File: src/rtl/miter_pkg.sv
// Shared types and default parameters for the keyed miter scoreboard.
package miter_pkg;

  localparam int DEF_N_OUT = 2;
  localparam int DEF_KEY_W = 6;
  localparam int DEF_VEC_W = 16;
  localparam int DEF_CNT_W = 16;

  typedef enum logic [1:0] {
    ST_IDLE = 2'd0,
    ST_LOAD = 2'd1,
    ST_RUN  = 2'd2,
    ST_DONE = 2'd3
  } state_t;

endpackage

File: src/rtl/key_shift_reg.sv
// Serial MSB-first key loader: a shadow register collects bits, and the full
// key is committed to the locked circuit only when the last bit arrives.
module key_shift_reg
  import miter_pkg::*;
#(
  parameter int KEY_W = DEF_KEY_W
) (
  input  logic             C,
  input  logic             R,
  input  logic             i_clear,
  input  logic             i_shift,
  input  logic             i_key_bit,
  output logic [KEY_W-1:0] lockingkeyinput,
  output logic             key_ready,
  output logic             load_done
);

  localparam int CW = $clog2(KEY_W + 1);

  logic [CW-1:0]    r_cnt;
  logic [KEY_W-1:0] r_shadow;
  logic [KEY_W-1:0] r_key;
  logic             r_ready;

  logic [KEY_W-1:0] w_shifted;
  logic             w_last;

  assign w_shifted = {r_shadow[KEY_W-2:0], i_key_bit};
  assign w_last    = i_shift && (r_cnt == CW'(KEY_W - 1));

  // NOTE: sequential state uses non-blocking assignments so every register
  // samples pre-edge values regardless of statement order.
  always_ff @(posedge C) begin
    if (R) begin
      r_cnt    <= '0;
      r_shadow <= '0;
      r_key    <= '0;
      r_ready  <= 1'b0;
    end else if (i_clear) begin
      r_cnt    <= '0;
      r_shadow <= '0;
      r_ready  <= 1'b0;
    end else if (i_shift) begin
      r_shadow <= w_shifted;
      if (w_last) begin
        r_cnt   <= '0;
        r_key   <= w_shifted;
        r_ready <= 1'b1;
      end else begin
        r_cnt <= r_cnt + CW'(1);
      end
    end
  end

  // The previous key stays on the locked circuit until a complete new key lands.
  assign lockingkeyinput = r_key;
  assign key_ready       = r_ready;
  assign load_done       = w_last;

endmodule

File: src/rtl/keyed_miter_scoreboard.sv
// Miter scoreboard: drives a committed key into the locked circuit and
// accumulates bitwise output mismatches against the original circuit per run.
module keyed_miter_scoreboard
  import miter_pkg::*;
#(
  parameter int N_OUT = DEF_N_OUT,
  parameter int KEY_W = DEF_KEY_W,
  parameter int VEC_W = DEF_VEC_W,
  parameter int CNT_W = DEF_CNT_W
) (
  input  logic             C,
  input  logic             R,
  input  logic             key_load,
  input  logic             key_bit,
  input  logic             key_bit_valid,
  input  logic             run_start,
  input  logic [VEC_W-1:0] run_len,
  input  logic             cmp_valid,
  input  logic [N_OUT-1:0] org_y,
  input  logic [N_OUT-1:0] enc_y,
  output logic [KEY_W-1:0] lockingkeyinput,
  output logic             key_ready,
  output logic             busy,
  output logic [N_OUT-1:0] Q,
  output logic             Z,
  output logic [N_OUT-1:0] fail_mask,
  output logic [CNT_W-1:0] mismatch_cnt,
  output logic [VEC_W-1:0] first_fail_vec,
  output logic             first_fail_seen,
  output logic             done
);

  state_t r_state;
  state_t w_next;

  logic [VEC_W-1:0] r_idx;
  logic [VEC_W-1:0] r_len;
  logic [N_OUT-1:0] r_q;
  logic             r_z;
  logic [N_OUT-1:0] r_fail_mask;
  logic [CNT_W-1:0] r_cnt;
  logic [VEC_W-1:0] r_ffv;
  logic             r_ffs;

  logic             w_key_clear;
  logic             w_shift;
  logic             w_key_ready;
  logic             w_load_done;
  logic             w_idle_like;
  logic             w_run_enter;
  logic             w_cmp;
  logic             w_last_vec;
  logic [N_OUT-1:0] w_eq;

  assign w_idle_like = (r_state == ST_IDLE) || (r_state == ST_DONE);
  // A key load is honoured from IDLE, DONE and (as a restart) LOAD, never in RUN.
  assign w_key_clear = key_load && (r_state != ST_RUN);
  assign w_shift     = (r_state == ST_LOAD) && key_bit_valid && !key_load;
  assign w_run_enter = w_idle_like && run_start && !key_load && w_key_ready;
  assign w_cmp       = (r_state == ST_RUN) && cmp_valid;
  assign w_last_vec  = w_cmp && (r_idx == (r_len - VEC_W'(1)));
  assign w_eq        = ~(org_y ^ enc_y);

  key_shift_reg #(
    .KEY_W(KEY_W)
  ) u_key (
    .C              (C),
    .R              (R),
    .i_clear        (w_key_clear),
    .i_shift        (w_shift),
    .i_key_bit      (key_bit),
    .lockingkeyinput(lockingkeyinput),
    .key_ready      (w_key_ready),
    .load_done      (w_load_done)
  );

  always_ff @(posedge C) begin
    if (R) r_state <= ST_IDLE;
    else   r_state <= w_next;
  end

  // NOTE: the default assignment before the case keeps this block purely
  // combinational; without it an unhandled path would infer a latch.
  always_comb begin
    w_next = r_state;
    case (r_state)
      ST_IDLE, ST_DONE: begin
        if (key_load)         w_next = ST_LOAD;
        else if (w_run_enter) w_next = (run_len == '0) ? ST_DONE : ST_RUN;
      end
      ST_LOAD: if (w_load_done) w_next = ST_IDLE;
      ST_RUN:  if (w_last_vec)  w_next = ST_DONE;
      default: w_next = ST_IDLE;
    endcase
  end

  always_ff @(posedge C) begin
    if (R) begin
      r_idx       <= '0;
      r_len       <= '0;
      r_q         <= '0;
      r_z         <= 1'b0;
      r_fail_mask <= '0;
      r_cnt       <= '0;
      r_ffv       <= '0;
      r_ffs       <= 1'b0;
    end else if (w_run_enter) begin
      r_idx       <= '0;
      r_len       <= run_len;
      r_fail_mask <= '0;
      r_cnt       <= '0;
      r_ffv       <= '0;
      r_ffs       <= 1'b0;
    end else if (w_cmp) begin
      r_q         <= w_eq;
      r_z         <= &w_eq;
      r_fail_mask <= r_fail_mask | ~w_eq;
      if (!(&w_eq)) begin
        if (r_cnt != '1) r_cnt <= r_cnt + CNT_W'(1);
        if (!r_ffs) begin
          r_ffv <= r_idx;
          r_ffs <= 1'b1;
        end
      end
      r_idx <= r_idx + VEC_W'(1);
    end
  end

  assign key_ready       = w_key_ready;
  assign busy            = (r_state == ST_LOAD) || (r_state == ST_RUN);
  assign done            = (r_state == ST_DONE);
  assign Q               = r_q;
  assign Z               = r_z;
  assign fail_mask       = r_fail_mask;
  assign mismatch_cnt    = r_cnt;
  assign first_fail_vec  = r_ffv;
  assign first_fail_seen = r_ffs;

endmodule

File: config.mk
export PLATFORM = sky130hd
export DESIGN_NAME = keyed_miter_scoreboard
export DESIGN_NICKNAME = d
export VERILOG_FILES = /design/src/rtl/miter_pkg.sv /design/src/rtl/key_shift_reg.sv /design/src/rtl/keyed_miter_scoreboard.sv
export SDC_FILE = /design/constraint.sdc
export NUM_CORES = 1
export LEC_CHECK = 0
export ABC_AREA = 1
export BUFFER_PORTS_ARGS = -buffer_cell sky130_fd_sc_hd__buf_4
export CAP_MARGIN = 20
export CORE_MARGIN = 8
export CORE_UTILIZATION = 30
export CTS_CLUSTER_DIAMETER = 30
export DETAILED_ROUTE_END_ITERATION = 10
export SYNTH_ARGS = -nofsm -noshare
export SYNTH_HDL_FRONTEND = slang
export SYNTH_HIERARCHICAL = 1
export SYNTH_SLANG_ARGS = --single-unit
File: constraint.sdc
create_clock -name C -period 2.1 [get_ports C]
set_clock_uncertainty 0.15 [all_clocks]
set_input_delay 0.315 -clock C [delete_from_list [all_inputs] [get_ports C]]
set_output_delay 0.315 -clock C [all_outputs]
set_load 0.02 [all_outputs]
Yosys cells after proc, flatten, opt, wreduce, memory -nomap -nowiden:

Cells that the tools add are included.

* output and inout bits: 47
* bits of input ports: 27
* register bits after elaboration: 87
* word-level logic and storage cells: 67

* reductions and logical operators: 25
* multiplexer cells: 7
* equal/unequal tests: 10
* add/sub/neg operators: 4
* bitwise gates (word level): 8

Operators by type and width (number)
* adder 16 x 1 -> 16 bit, second input constant: 2
* == test 16 bit: 1
* zero test 16 bit: 1
* != test 16 bit, second input constant: 1
* subtractor 16 x 1 -> 16 bit, second input constant: 1
* AND reduction 3 bit: 4
* logical AND 1 bit: 9
* 2-to-1 mux 2 bit: 4
* AND reduction 2 bit: 4
* one-hot mux 2 bit (3 select lines): 1
* OR reduction 2 bit: 3
* == test 2 bit, second input constant: 2
* != test 2 bit, second input constant: 2
* inverter 1 bit: 4
* inverter 2 bit: 2
* adder 3 x 1 -> 3 bit, second input constant: 1
* == test 3 bit, second input constant: 1
* 2-to-1 mux 3 bit: 1
* != test 3 bit, second input constant: 1
* == test 2 x 1 -> 1 bit, second input constant: 1
* zero test 2 bit: 1
* logical OR 1 bit: 2
* != test 2 x 1 -> 1 bit, second input constant: 1
* OR 2 bit: 1
* 3 further kinds: 3

Depth between registers and ports, before layout:

* depth after elaboration: 8
* mapped depth: 15
* mapped depth without buffers: 15

Cells and area by module:

Netlist, hierarchy kept.

Modules (own cells, without submodules)
* keyed_miter_scoreboard: instances 1, area an instance 3777.4 um^2, cells each 529, seq. area each 1441.4 um^2
* key_shift_reg: instances 1, area an instance 619.3 um^2, cells each 77, seq. area each 300.3 um^2

Least setup slack after synthesis:

Ideal clock, no wire load.

* path kind: flip-flop to flip-flop
* start point: register r_state[0]
* end point: register r_idx[12]
* library setup time: 0.058 ns
* buffers on the path: 2
* period minus slack after synthesis: 2.039 ns
* stages on the path, launching flop included: 13
* slack: 0.061 ns
* required time: 1.892 ns
* data arrival time: 1.831 ns
* cells stage by stage: dfxtp_1 -> inv_1 -> ha_1 -> inv_2 -> nor2_1 -> nand3_1 -> buf_2 -> inv_2 -> nor2_4 -> inv_2 -> buf_2 -> a21oi_1 -> o21a_1

* word-level cells in the longest chain between the ends: 6
* elaborated cells between the ends (all ways): 9
* those cells by class: eq/ne: 2; reduce/logical: 7

RTL lines
* start, declared: RTL line keyed_miter_scoreboard.sv:33 `state_t r_state;`
* start signal, assigned: RTL line keyed_miter_scoreboard.sv:79 `else r_state <= w_next;`
* == test 2 bit / zero test 2 bit (equally long branches): RTL line keyed_miter_scoreboard.sv:55 `assign w_idle_like = (r_state == ST_IDLE) || (r_state == ST_DONE);`
* logical OR 1 bit: RTL line keyed_miter_scoreboard.sv:55
* logical AND 1 bit (3 in a row): RTL line keyed_miter_scoreboard.sv:59 `assign w_run_enter = w_idle_like && run_start && !key_load && w_key_ready;`
* OR reduction 2 bit (no source line)
* end signal, assigned: RTL line keyed_miter_scoreboard.sv:125 `r_idx <= r_idx + VEC_W'(1);`
* end, declared: RTL line keyed_miter_scoreboard.sv:36 `logic [VEC_W-1:0] r_idx;`

Several ways; a longest one is shown, not always the timed one.
A chain may end at the register's enable or synchronous reset.

Worst setup path in the final report:

Ends and elaborated chain as after synthesis.

==> qor.txt <==
DR vias = 3966
drt pass-1 iters = 4
# placed instances = 870
status = completed
Hold Fails Final Rpt = 0
Clk Latency, worst-skew pair = 0.35 ns
final setup fails = 0
Total GRT Usage = 12.2%
Fill cells = 1486
synthesized area = 4400 um^2
Worst VDD drop = 0.000785 V
global-route wire length before repair = 18300 um
R2R Setup Slk = 0.14 ns
fin cells = 890
#FFs+latches synth = 87
sequential share of the synthesized area = 39.6%
Crit. End Element = flip-flop
GR Overflow Total = 0
Cell variety after synth = 41
mean post-synth cell area = 7.26 um^2
Root Buffer = clkbuf_16
layout cell share with drive strength beyond 1 = 26.6%
mux share of post-synthesis cell area = 0%
simple logic cell fraction of the synthesized area = 32.3%
Worst-path clk slew = 0.06 ns
first-iteration detailed-routing DRC count = 149
Worst R2R End = r_idx[12]
Final #Nets = 736
antenna violations before repair = 0
CP Capture Point = r_idx[12]
Pleak = 2.40 nW
die area = 18800 um^2
Area Growth Syn to Fin = 30.4%
ys async rst share = 0%
Yosys Warn Count = 6
DIE WIDTH = 137 um
critical-path maximum fanout = 34
CP Data Arrival Time = 2.06 ns
CP required = 2.20 ns
worst setup path startpoint = r_state[0]
n_diodes = 0
initial core utilization = 30.5%
Synth Flop Type = dfxtp_1
number of global-route vias before repair = 3761
commonest non-fill, non-tap cell in the layout = nand2_1
crit path launch type = flip-flop
reg2reg start = r_state[0]
Max Cap Viol = 0
WL/cell = 12.3 um
dpl hpwl = 8320 um
commonest cells after routing, fill and taps aside = nand2_1 (112), buf_4 (97), dfxtp_1 (82)
XOR/XNOR Fraction of Synth Area = 5.18%
fin. max-slew vios = 0
H-tree depth = 3
pin count of the biggest net entering global routing = 35
hold buffers post-CTS = 0
Core Area = 14400 um^2
placer congestion estimate = 0.801
drt total wl = 10900 um
# rows = 44
Antenna Nets Post-Route = 0
syn_nets = 641
# port buffers = 73
EDFF count, synth = 0
vias per inst = 4.46
TritonCTS clock tree = yes
Final min period = 1.96 ns
Ports = 74
Tightest Pin Transition = 0.499 ns
DRC = 0
CTS max path bufs = 2
Highest Clock Rate = 510 MHz
final period utilization = 93.5%
complex-gate fraction of the synthesized area = 12.8%
Worst Reg-to-Reg Cells = 11
Pwr Density = 752 nW/um^2
Chip Height = 137 um
worst min path class = primary input to flip-flop
RSZ-0062 raised after global routing = yes
Worst Path Class, Setup = flip-flop to flip-flop
Num CTS Buffers = 9
final non-filler cell area = 5730 um^2
Rel. slew slack = 66.7%
fin util = 39.7%
largest family of logic cells by synthesized area = simple AND/OR/NAND/NOR gates
CTS Sinks = 87
DP Area = 5280 um^2
adder-cell area share of the yosys netlist = 2.28%
post-synthesis cell count = 606
## power breakdown
group          internal [mW]  total (mW)  switching, mW
registers               1.71        1.75         0.0444
clock network          0.995        1.68          0.687
logic                  0.355       0.877          0.522
## routing by layer
metal	up-vias	track usage (%)	part of all wire, %
li1	2159	-	-
met1	1730	16.9	53
met2	69	16.8	40
met3	8	4.26	6.5
met4	0	4.71	1.3
met5	-	0	0
## flip-flops by register name, indices dropped and copies added (netlist names)
signal and cells:
first_fail_vec 16, mismatch_cnt 16, r_idx 16, r_len 16
u_key/lockingkeyinput 6, u_key/r_shadow 5, u_key/r_cnt 3, Q 2
fail_mask 2, r_state 2, Z 1, first_fail_seen 1
u_key/key_ready 1
## how the worst min path moves through the flow
stage                       start  slack, ns                  to  cells after the start
4_1_cts                         R       0.05                   Z                      2
2_1_floorplan                   R       0.24                   Z                      1
3_3_place_gp   first_fail_vec[12]       0.30  first_fail_vec[12]                      2
3_5_place_dp    first_fail_vec[4]       0.31   first_fail_vec[4]                      2
6_report                        R       0.06                   Z                      2
5_1_grt                         R       0.06                   Z                      2
## Yosys cell counts, types with 3 or more instances
cell / instances / area share (%)
nand2_1: 115 / 9.8
nand3b_1: 3 / 0.51
nand2_2: 5 / 0.71
inv_2: 10 / 0.85
a21oi_1: 59 / 6.7
a22oi_1: 3 / 0.51
inv_1: 59 / 5.0
xnor2_1: 11 / 2.2
nand4_1: 8 / 1.1
xor2_1: 15 / 3.0
o21ai_0: 32 / 3.6
nand2_4: 5 / 1.3
or2_2: 3 / 0.43
o21a_1: 4 / 0.68
o21ai_1: 4 / 0.46
nor2_4: 5 / 1.3
dfxtp_1: 87 / 40
nor3_1: 6 / 0.68
nor2_2: 10 / 1.4
nand3_1: 48 / 5.5
buf_2: 8 / 0.91
ha_1: 8 / 2.3
nor4_1: 5 / 0.71
nor2_1: 68 / 5.8
nor3_2: 4 / 0.91
clkbuf_1: 4 / 0.34
## final cells by class
class                           count  area, um^2  share of cell area, %
Clock buffer                       11         253                   4.41
Clock inverter                      5        62.6                   1.09
Inverter                           72         285                   4.98
Multi-Input combinational cell    432        2390                   41.7
Sequential cell                    87        1750                   30.5
Tap cell                          184         230                   4.02
Timing Repair Buffer               99         759                   13.3
## stage by stage
step	power [mW]	setup WS [ns]	setup TNS (ns)	hold WS, ns
floorplan	2.27	0.0612	0	0.237
global placement	2.57	0.125	0	0.300
detailed placement	2.57	0.0865	0	0.307
CTS	4.26	0.0795	0	0.0471
global route	4.54	-0.0639	-0.122	0.0631
finish	4.31	0.137	0	0.0557
## worst max-delay path: stages (launching register included)
cell	delay, ns
dfxtp_1	0.34
inv_2	0.05
ha_2	0.32
inv_2	0.05
nor2_1	0.15
nand3_2	0.13
inv_2	0.18
nor2_4	0.05
inv_2	0.07
buf_12	0.18
a21oi_1	0.06
o21a_1	0.11
## what timing repair did
action                                  4_1_cts  5_1_grt
gates resized for setup                       0       34
setup buffers                                 0        4
endpoints found under the setup margin        0       26
endpoints found under the hold margin         0        0
## kinds of logic (layout without fill, tap and decap cells)
logic type | count (synthesis) | count (layout)
buf+inv | 87 | 187
fa+ha+maj | 8 | 8
compound gates | 106 | 106
simple gates | 292 | 292
flops | 87 | 87
xor+xnor | 26 | 26
Power figures use the tool's default switching activity.
